**config.mk**
```make
export PLATFORM = sky130hd
export DESIGN_NAME = fwd_hazard_scoreboard
export DESIGN_NICKNAME = d
export VERILOG_FILES = /design/src/rtl/pipeline_pkg.sv /design/src/rtl/sb_entry.sv /design/src/rtl/fwd_hazard_scoreboard.sv
export SDC_FILE = /design/constraint.sdc
export NUM_CORES = 1
export LEC_CHECK = 0
export ABC_AREA = 1
export ABC_CLOCK_PERIOD_IN_PS = 2800
export CORE_ASPECT_RATIO = 1.2
export CORE_UTILIZATION = 50
export DETAILED_ROUTE_END_ITERATION = 16
export PLACE_DENSITY_LB_ADDON = 0.05
export SYNTH_ARGS = -nofsm -noshare
export SYNTH_HDL_FRONTEND = slang
export SYNTH_SLANG_ARGS = --single-unit
```
**constraint.sdc**
```tcl
create_clock -name clk -period 2.8 [get_ports clk]
set_input_delay 0.42 -clock clk [delete_from_list [all_inputs] [get_ports clk]]
set_output_delay 0.42 -clock clk [all_outputs]
set_load 0.01 [all_outputs]
```
**src/rtl/pipeline_pkg.sv**
```systemverilog
// rtl/pipeline_pkg.sv - shared forwarding selects, register constants and scoreboard entry type
package pipeline_pkg;

    localparam logic [1:0] FWD_IDEX  = 2'b00;
    localparam logic [1:0] FWD_MEMWB = 2'b01;
    localparam logic [1:0] FWD_EXMEM = 2'b10;

    localparam int SB_REG_W = 5;
    localparam int SB_LAT_W = 3;

    localparam logic [SB_REG_W-1:0] REG_ZERO = '0;

    typedef struct packed {
        logic                valid;
        logic [SB_REG_W-1:0] rd;
        logic [SB_LAT_W-1:0] cnt;
    } sb_entry_t;

endpackage

```
**src/rtl/sb_entry.sv**
```systemverilog
// rtl/sb_entry.sv - one scoreboard entry: load, countdown, self-clear and destination compare
module sb_entry #(
    parameter int REG_W   = 5,
    parameter int LAT_W   = 3,
    parameter int NUM_CMP = 3
) (
    input  logic                     clk,
    input  logic                     rst,
    input  logic                     load,
    input  logic [REG_W-1:0]         load_rd,
    input  logic [LAT_W-1:0]         load_cnt,
    input  logic [NUM_CMP*REG_W-1:0] cmp_rd,
    output logic                     valid,
    output logic [NUM_CMP-1:0]       match
);

    typedef struct packed {
        logic             valid;
        logic [REG_W-1:0] rd;
        logic [LAT_W-1:0] cnt;
    } entry_t;

    entry_t q;

    // Load is only requested for an invalid entry, so it never races the countdown.
    always_ff @(posedge clk or posedge rst) begin
        if (rst) begin
            q <= '0;
        end else if (load) begin
            q.valid <= 1'b1;
            q.rd    <= load_rd;
            q.cnt   <= load_cnt;
        end else if (q.valid) begin
            q.cnt <= q.cnt - LAT_W'(1);
            if (q.cnt == LAT_W'(1))
                q.valid <= 1'b0;
        end
    end

    assign valid = q.valid;

    for (genvar c = 0; c < NUM_CMP; c++) begin : g_cmp
        assign match[c] = q.valid && (q.rd == cmp_rd[c*REG_W +: REG_W]);
    end

endmodule

```
**src/rtl/fwd_hazard_scoreboard.sv**
```systemverilog
// rtl/fwd_hazard_scoreboard.sv - EX operand bypass selects plus multi-cycle producer scoreboard stall
module fwd_hazard_scoreboard
    import pipeline_pkg::*;
#(
    parameter int REG_W   = 5,
    parameter int NUM_SRC = 2,
    parameter int DEPTH   = 4,
    parameter int LAT_W   = 3,
    parameter int CNT_W   = 32
) (
    input  logic                     clk,
    input  logic                     rst,
    input  logic                     issue_valid,
    input  logic                     issue_regwrite,
    input  logic [REG_W-1:0]         issue_rd,
    input  logic [LAT_W-1:0]         issue_lat,
    input  logic [NUM_SRC*REG_W-1:0] id_rs,
    input  logic [NUM_SRC-1:0]       id_rs_used,
    input  logic [NUM_SRC*REG_W-1:0] id_ex_rs,
    input  logic [REG_W-1:0]         ex_mem_rd,
    input  logic                     ex_mem_regwrite,
    input  logic [REG_W-1:0]         mem_wb_rd,
    input  logic                     mem_wb_regwrite,
    output logic [NUM_SRC*2-1:0]     forward,
    output logic                     stall,
    output logic                     sb_full,
    output logic [CNT_W-1:0]         stall_count
);

    localparam int NUM_CMP = NUM_SRC + 1;

    for (genvar i = 0; i < NUM_SRC; i++) begin : g_fwd
        logic [REG_W-1:0] rs;
        assign rs = id_ex_rs[i*REG_W +: REG_W];
        assign forward[i*2 +: 2] =
            (ex_mem_regwrite && ex_mem_rd != REG_ZERO && ex_mem_rd == rs) ? FWD_EXMEM :
            (mem_wb_regwrite && mem_wb_rd != REG_ZERO && mem_wb_rd == rs) ? FWD_MEMWB :
                                                                            FWD_IDEX;
    end

    logic [DEPTH-1:0]   valid_vec;
    logic [DEPTH-1:0]   load_vec;
    logic [NUM_CMP-1:0] match_vec [DEPTH];
    logic [NUM_CMP-1:0] any_match;
    logic               alloc_req;
    logic               alloc_go;
    logic               raw;
    logic               waw;
    logic               found;

    // Slots 0..NUM_SRC-1 compare the ID sources, the last slot compares the issuing rd.
    for (genvar j = 0; j < DEPTH; j++) begin : g_entry
        sb_entry #(
            .REG_W   (REG_W),
            .LAT_W   (LAT_W),
            .NUM_CMP (NUM_CMP)
        ) u_entry (
            .clk      (clk),
            .rst      (rst),
            .load     (load_vec[j]),
            .load_rd  (issue_rd),
            .load_cnt (issue_lat),
            .cmp_rd   ({issue_rd, id_rs}),
            .valid    (valid_vec[j]),
            .match    (match_vec[j])
        );
    end

    assign sb_full   = &valid_vec;
    assign alloc_req = issue_regwrite && issue_rd != REG_ZERO && issue_lat != '0;

    always_comb begin
        any_match = '0;
        for (int j = 0; j < DEPTH; j++)
            any_match = any_match | match_vec[j];
    end

    always_comb begin
        raw = 1'b0;
        for (int i = 0; i < NUM_SRC; i++)
            raw = raw | (id_rs_used[i] && id_rs[i*REG_W +: REG_W] != REG_ZERO && any_match[i]);
    end

    assign waw      = issue_regwrite && issue_rd != REG_ZERO && any_match[NUM_SRC];
    assign stall    = issue_valid && (raw || waw || (sb_full && alloc_req));
    assign alloc_go = issue_valid && !stall && alloc_req;

    // Pre-edge valid bits pick the slot, so an entry freeing this cycle is not reused yet.
    always_comb begin
        load_vec = '0;
        found    = 1'b0;
        for (int j = 0; j < DEPTH; j++) begin
            if (!valid_vec[j] && !found) begin
                load_vec[j] = alloc_go;
                found       = 1'b1;
            end
        end
    end

    always_ff @(posedge clk or posedge rst) begin
        if (rst)
            stall_count <= '0;
        else if (stall && stall_count != '1)
            stall_count <= stall_count + CNT_W'(1);
    end

endmodule

```
==> results of run 1 <==
area by class of cell:
cell class / instances / area [um^2]
sequential: 68 / 1700
clock inverter: 6 / 87.6
clock buffer: 10 / 229
multi-input combinational: 606 / 3010
tap: 123 / 154
inverter: 67 / 254
fill: 828 / 3190
timing repair buffer: 108 / 1040
cell usage after synthesis (5+ instances only):
cell type    n  area, um^2
nor3_1      16        80.1
dfrtp_1     68        1700
nor2_1      90         338
o21ai_0     34         170
nor4_1       6        37.5
buf_2        5        25.0
ha_1         9         113
or2_2        5        31.3
nand2_1    272        1020
nand4_1     17         106
o21ai_1     12        60.1
xnor2_1     23         201
inv_1       54         203
inv_2       12        45.0
buf_4        7        52.6
nand3_1     62         310
xor2_1      36         315
power by group:
part	total, W	switching (W)	internal [W]
sequential	0.00166	0.000411	0.00125
clock	0.00122	0.000438	0.000781
combinational	0.00176	0.00104	0.000722
total	0.00464	0.00188	0.00276
stage by stage:
step / power, W / utilization [%]
4_1_cts: 0.00465 / 66.8
3_5_place_dp: 0.00342 / 63.6
6_report: 0.00464 / 67.0
2_1_floorplan: 0.00281 / -
5_1_grt: 0.00499 / 67.0
3_3_place_gp: 0.00335 / 63.6
routing by layer:
metal	routed length (um)	vias up	GRT usage [%]
li1	-	2620	-
met4	585	0	13.2
met3	645	43	4.13
met2	7570	184	52.8
met1	5950	2364	35.4
met5	0	-	0
cell families after synthesis:
group / count (synthesis)
AND/OR/NAND/NOR: 482
flip-flops: 68
AO/OA/AOI/OAI: 56
buffers and inverters: 84
XOR/XNOR: 59
adder cells (fa/ha/maj): 9
sequential cells by signal, indices dropped and copies added, names as in the netlist:
signal	flops
stall_count	32
g_entry.u_entry.q	32
g_entry.u_entry.valid	4
critical path, cell delays in order:
cell	delay [ns]
clkdlybuf4s50_1	0.44
or4_1	0.53
o21ai_1	0.21
nor4_1	0.09
nor2_1	0.09
clkdlybuf4s50_1	0.55
worst paths after layout:
kind | slack, ns | from | endpoint | depth (start not counted)
setup / recovery | 0.05 | ex_mem_rd[0] | forward[2] | 6
hold / removal | 0.49 | rst | g_entry[2].u_entry.q[3] | 3
setup reg to reg | 0.44 | g_entry[2].u_entry.valid | stall_count[9] | 11
hold reg to reg | 0.51 | g_entry[1].u_entry.q[3] | g_entry[1].u_entry.q[3] | 2
max in group asynchronous | 2.02 | rst | g_entry[0].u_entry.q[6] | 3
min in group clk | 0.51 | g_entry[1].u_entry.q[3] | g_entry[1].u_entry.q[3] | 2
==> out/metrics.yaml, run 1 <==
synthesis:
  seq_area_frac_synth_pct: 33.6
  muxShareOfSynthArea_pct: 0
  synth-simple-area-share_pct: 40.4
  yosysWarnings: 0
  synth-xor-area-share_pct: 10.2
  postSynthAreaPerCell_um2: 6.69
  syn_nets: 813
  synth_cell_types: 34
  ys_seq_elements: 68
  syn_inst: 758
  synthAdderAreaFrac_pct: 2.22
  synth_compound_area_share_pct: 6.22
  synthFlopType: "dfrtp_1"
  synth_top_family_by_area: "simple AND/OR/NAND/NOR gates"
  async_reset_ff_share_pct: 100
  synth_edf_count: 0
  syn_area_um2: 5070
timing:
  fin_skew_ns: 0.00812
  post-route-min-period_ns: 2.75
  rsz0062_at_grt: "true"
  fin_tns_setup_ns: 0
  worstMarginPinSlew_ns: 0.408
  period_share_pct: 98.4
  setup_viol: 0
  relSlewSlack_pct: 72.6
  drv_slew: 0
  whs_ns: 0.494
  setup_ws_ns: 0.0453
  fmax_mhz: 363
  hold_viol: 0
cells_and_area:
  fin_area_um2: 6470
  layout_common_cells: "nand2_1 (272), nor2_1 (90), clkdlybuf4s50_1 (79)"
  drive_gt1_share_pct: 8.90
  layout_commonest_cell: "nand2_1"
  antenna_cells: 0
  final_nets: 915
  syn_to_final_growth_pct: 27.8
  final_cells: 988
die:
  pin_count: 84
  die_area_um2: 10500
  initial_core_util_pct: 52.4
  rows: 39
  chipWidth_um: 93.9
  die_h_um: 112
  core-area_um2: 9660
setup_path:
  worst-setup-path-type: "in2out"
  end_kind: "primary output"
  required_ns: 2.38
  crit_path_start_kind: "primary input"
  crit_arrival_ns: 2.33
  worstPathMaxFanout: 2
cts:
  cts.sinks: 68
  cts_tree: "built"
  clk_pin_slew_ns: 0.05
  cts_setup_buffers: 0
  cts_made_buffers: 9
  postCtsHoldBufs: 0
  ctsLongestPathBuffers: 2
  root_buffer: "clkbuf_16"
  htree_levels: 3
  clock_latency_ns: 0.33
  post_cts_resized: 4
place:
  gp_congestion: 0.978
  port_buffers: 83
  place_inst: 972
  dpl_cell_area_um2: 6150
  place_hpwl_mm: 11.4
  dp_slack_ns: -0.137
routing:
  drt_iter0_markers: 297
  vias: 5211
  drt-total-wl_mm: 14.7
  drt_pass1_iterations: 6
  ant_nets: 0
  drc: 0
  routed_via_density: 5.27
  wl_per_cell_um: 14.9
grt:
  globalRoute.totalOverflow: 0
  antenna_found_initial: 0
  grt_pass1_wl_mm: 24.6
  grt_pass1_vias: 5044
  grt_max_degree: 69
  gr-usage-all-layers_pct: 29.8
job:
  maxCapViolCount: 0
power:
  peakVddDrop_mv: 0.459
  leakage_nw: 3.21
  p_per_area_nw_per_um2: 717
status:
  status: "completed"
worst_hold_path:
  hp-class: "in2async"
Note: power is estimated with default switching activity, not from simulation.
==> inputs of run 2 (changes only) <==
--- a/config.mk
+++ b/config.mk
@@ -8,7 +8,7 @@
 export ABC_AREA = 1
 export ABC_CLOCK_PERIOD_IN_PS = 2800
 export CORE_ASPECT_RATIO = 1.2
-export CORE_UTILIZATION = 50
+export CORE_UTILIZATION = 25
 export DETAILED_ROUTE_END_ITERATION = 16
 export PLACE_DENSITY_LB_ADDON = 0.05
 export SYNTH_ARGS = -nofsm -noshare
==> out/metrics.yaml, run 2 (synthesis gave the netlist of run 1 again) <==
place:
  gp_congestion: 0.903
  port_buffers: 83
  place_hpwl_mm: 13.6
worst_hold_path:
  hp-class: "in2async"
timing:
  fin_tns_setup_ns: 0
  fin_skew_ns: 0.0121
  drv_slew: 0
  worstMarginPinSlew_ns: 0.473
  fmax_mhz: 363
  hold_viol: 0
  post-route-min-period_ns: 2.75
  period_share_pct: 98.3
  rsz0062_at_grt: "true"
  relSlewSlack_pct: 68.2
  setup_viol: 0
cts:
  cts.sinks: 68
  clk_pin_slew_ns: 0.05
  root_buffer: "clkbuf_16"
  htree_levels: 3
  cts_setup_buffers: 0
  cts_made_buffers: 9
  cts_tree: "built"
  clock_latency_ns: 0.35
  ctsLongestPathBuffers: 2
cells_and_area:
  antenna_cells: 0
  syn_to_final_growth_pct: 34.6
  final_nets: 931
  top_regs: "g_entry.u_entry.q (32), stall_count (32), g_entry.u_entry.valid (4)"
  layout_commonest_cell: "nand2_1"
  layout_common_cells: "nand2_1 (272), nor2_1 (89), clkdlybuf4s50_1 (79)"
  drive_gt1_share_pct: 11.0
die:
  core-area_um2: 19700
  rows: 56
  die_h_um: 158
  pin_count: 84
  initial_core_util_pct: 25.7
  chipWidth_um: 132
  die_area_um2: 20800
power:
  p_per_area_nw_per_um2: 697
  peakVddDrop_mv: 0.290
  power_w: 0.00475
  leakage_nw: 3.31
routing:
  drt-total-wl_mm: 17.4
  ant_nets: 0
  wl_per_cell_um: 15.2
  drc: 0
  drt_iter0_markers: 189
  routed_via_density: 4.57
  vias: 5224
  drt_pass1_iterations: 5
setup_path:
  end_kind: "primary output"
  crit_top_cell: "clkdlybuf4s50_1"
  crit_path_start_kind: "primary input"
  required_ns: 2.38
  crit_arrival_ns: 2.33
  crit_slowest_cell: "or4_1"
  worst-setup-path-type: "in2out"
  ff2ff_path_depth: 15
  crit_chain: "clkdlybuf4s50_1 > or4_1 > o21ai_2 > nor4_2 > buf_4 > clkdlybuf4s50_1"
  slowest_delay_ns: 0.55
  worstPathMaxFanout: 2
grt:
  grt_max_degree: 45
  globalRoute.totalOverflow: 0
  antenna_found_initial: 0
  gr-usage-all-layers_pct: 17.3
  grt_pass1_vias: 5352
  grt_pass1_wl_mm: 27.9
status:
  status: "completed"
job:
  maxCapViolCount: 0
[run 2: worst max-delay path: cells and delay by family]
| family | cells | cell delay [ns] |
|---|---|---|
| and+or+nand+nor | 2 | 0.63 |
| AOI/OAI and AO/OA | 1 | 0.25 |
| buffers and inverters | 3 | 1.03 |
[run 2: path summary, 6_finish.rpt]
check	slack (ns)	end	from
worst max-delay path	0.05	forward[1]	ex_mem_rd[0]
worst min-delay path	0.28	g_entry[0].u_entry.q[4]	rst
worst max register to register	0.42	stall_count[2]	g_entry[2].u_entry.q[6]
worst min register to register	0.51	g_entry[1].u_entry.q[3]	g_entry[1].u_entry.q[3]
max in group asynchronous	2.06	g_entry[3].u_entry.q[7]	rst
min in group clk	0.51	g_entry[1].u_entry.q[3]	g_entry[1].u_entry.q[3]
[run 2: layout make-up]
type | count | area [um^2]
clock inverters | 6 | 87.6
well taps | 261 | 327
fillers | 2112 | 12900
inverters | 67 | 254
repair buffers | 124 | 1190
flip-flops and latches | 68 | 1700
multi-input cells | 606 | 3020
clock buffers | 10 | 239
[run 2: per-stage QoR]
step / instance area, um^2 / hold WS (ns) / cells / util, % / setup WS (ns)
4_1_cts: 6790 / 0.277 / 1142 / 34.5 / 0.0172
3_3_place_gp: 6460 / 0.484 / 1126 / 32.8 / -0.252
2_1_floorplan: 5070 / 0.459 / 758 / - / 0.668
5_1_grt: 6820 / 0.290 / 1142 / 34.6 / -0.0297
6_report: 6820 / 0.281 / 1142 / 34.6 / 0.0479
3_5_place_dp: 6460 / 0.493 / 1126 / 32.8 / -0.213
[run 2: layer usage]
layer / vias up / share of wire (%) / wire, um / GRT usage [%]
met5: - / 0 / 0 / 0
met4: 0 / 2.9 / 503 / 8.03
met3: 30 / 2.4 / 424 / 2.18
met2: 106 / 52 / 8970 / 32.7
met1: 2437 / 43 / 7470 / 19.3
li1: 2651 / - / - / -
[run 2: report_power, final]
part	internal, W	leakage (nW)	switching [W]	total [W]
logic	0.000756	2.26	0.00109	0.00185
registers	0.00125	0.888	0.000404	0.00166
clock network	0.000803	0.162	0.000443	0.00125
[run 2: what timing repair did]
action,CTS,global route
hold endpoints to repair,0,0
resized for setup,4,9
hold buffers,0,0
pin swaps,0,1
gates cloned,0,0
endpoints found under the setup margin,3,6
==> inputs of run 3 (changes only) <==
--- a/config.mk
+++ b/config.mk
@@ -9,7 +9,9 @@
 export ABC_CLOCK_PERIOD_IN_PS = 2800
 export CORE_ASPECT_RATIO = 1.2
 export CORE_UTILIZATION = 25
+export CTS_CLUSTER_SIZE = 30
 export DETAILED_ROUTE_END_ITERATION = 16
+export GPL_ROUTABILITY_DRIVEN = 0
 export PLACE_DENSITY_LB_ADDON = 0.05
 export SYNTH_ARGS = -nofsm -noshare
 export SYNTH_HDL_FRONTEND = slang
==> results of run 3 <==
No change in the layout: final DEF, timing and power equal those of run 2.
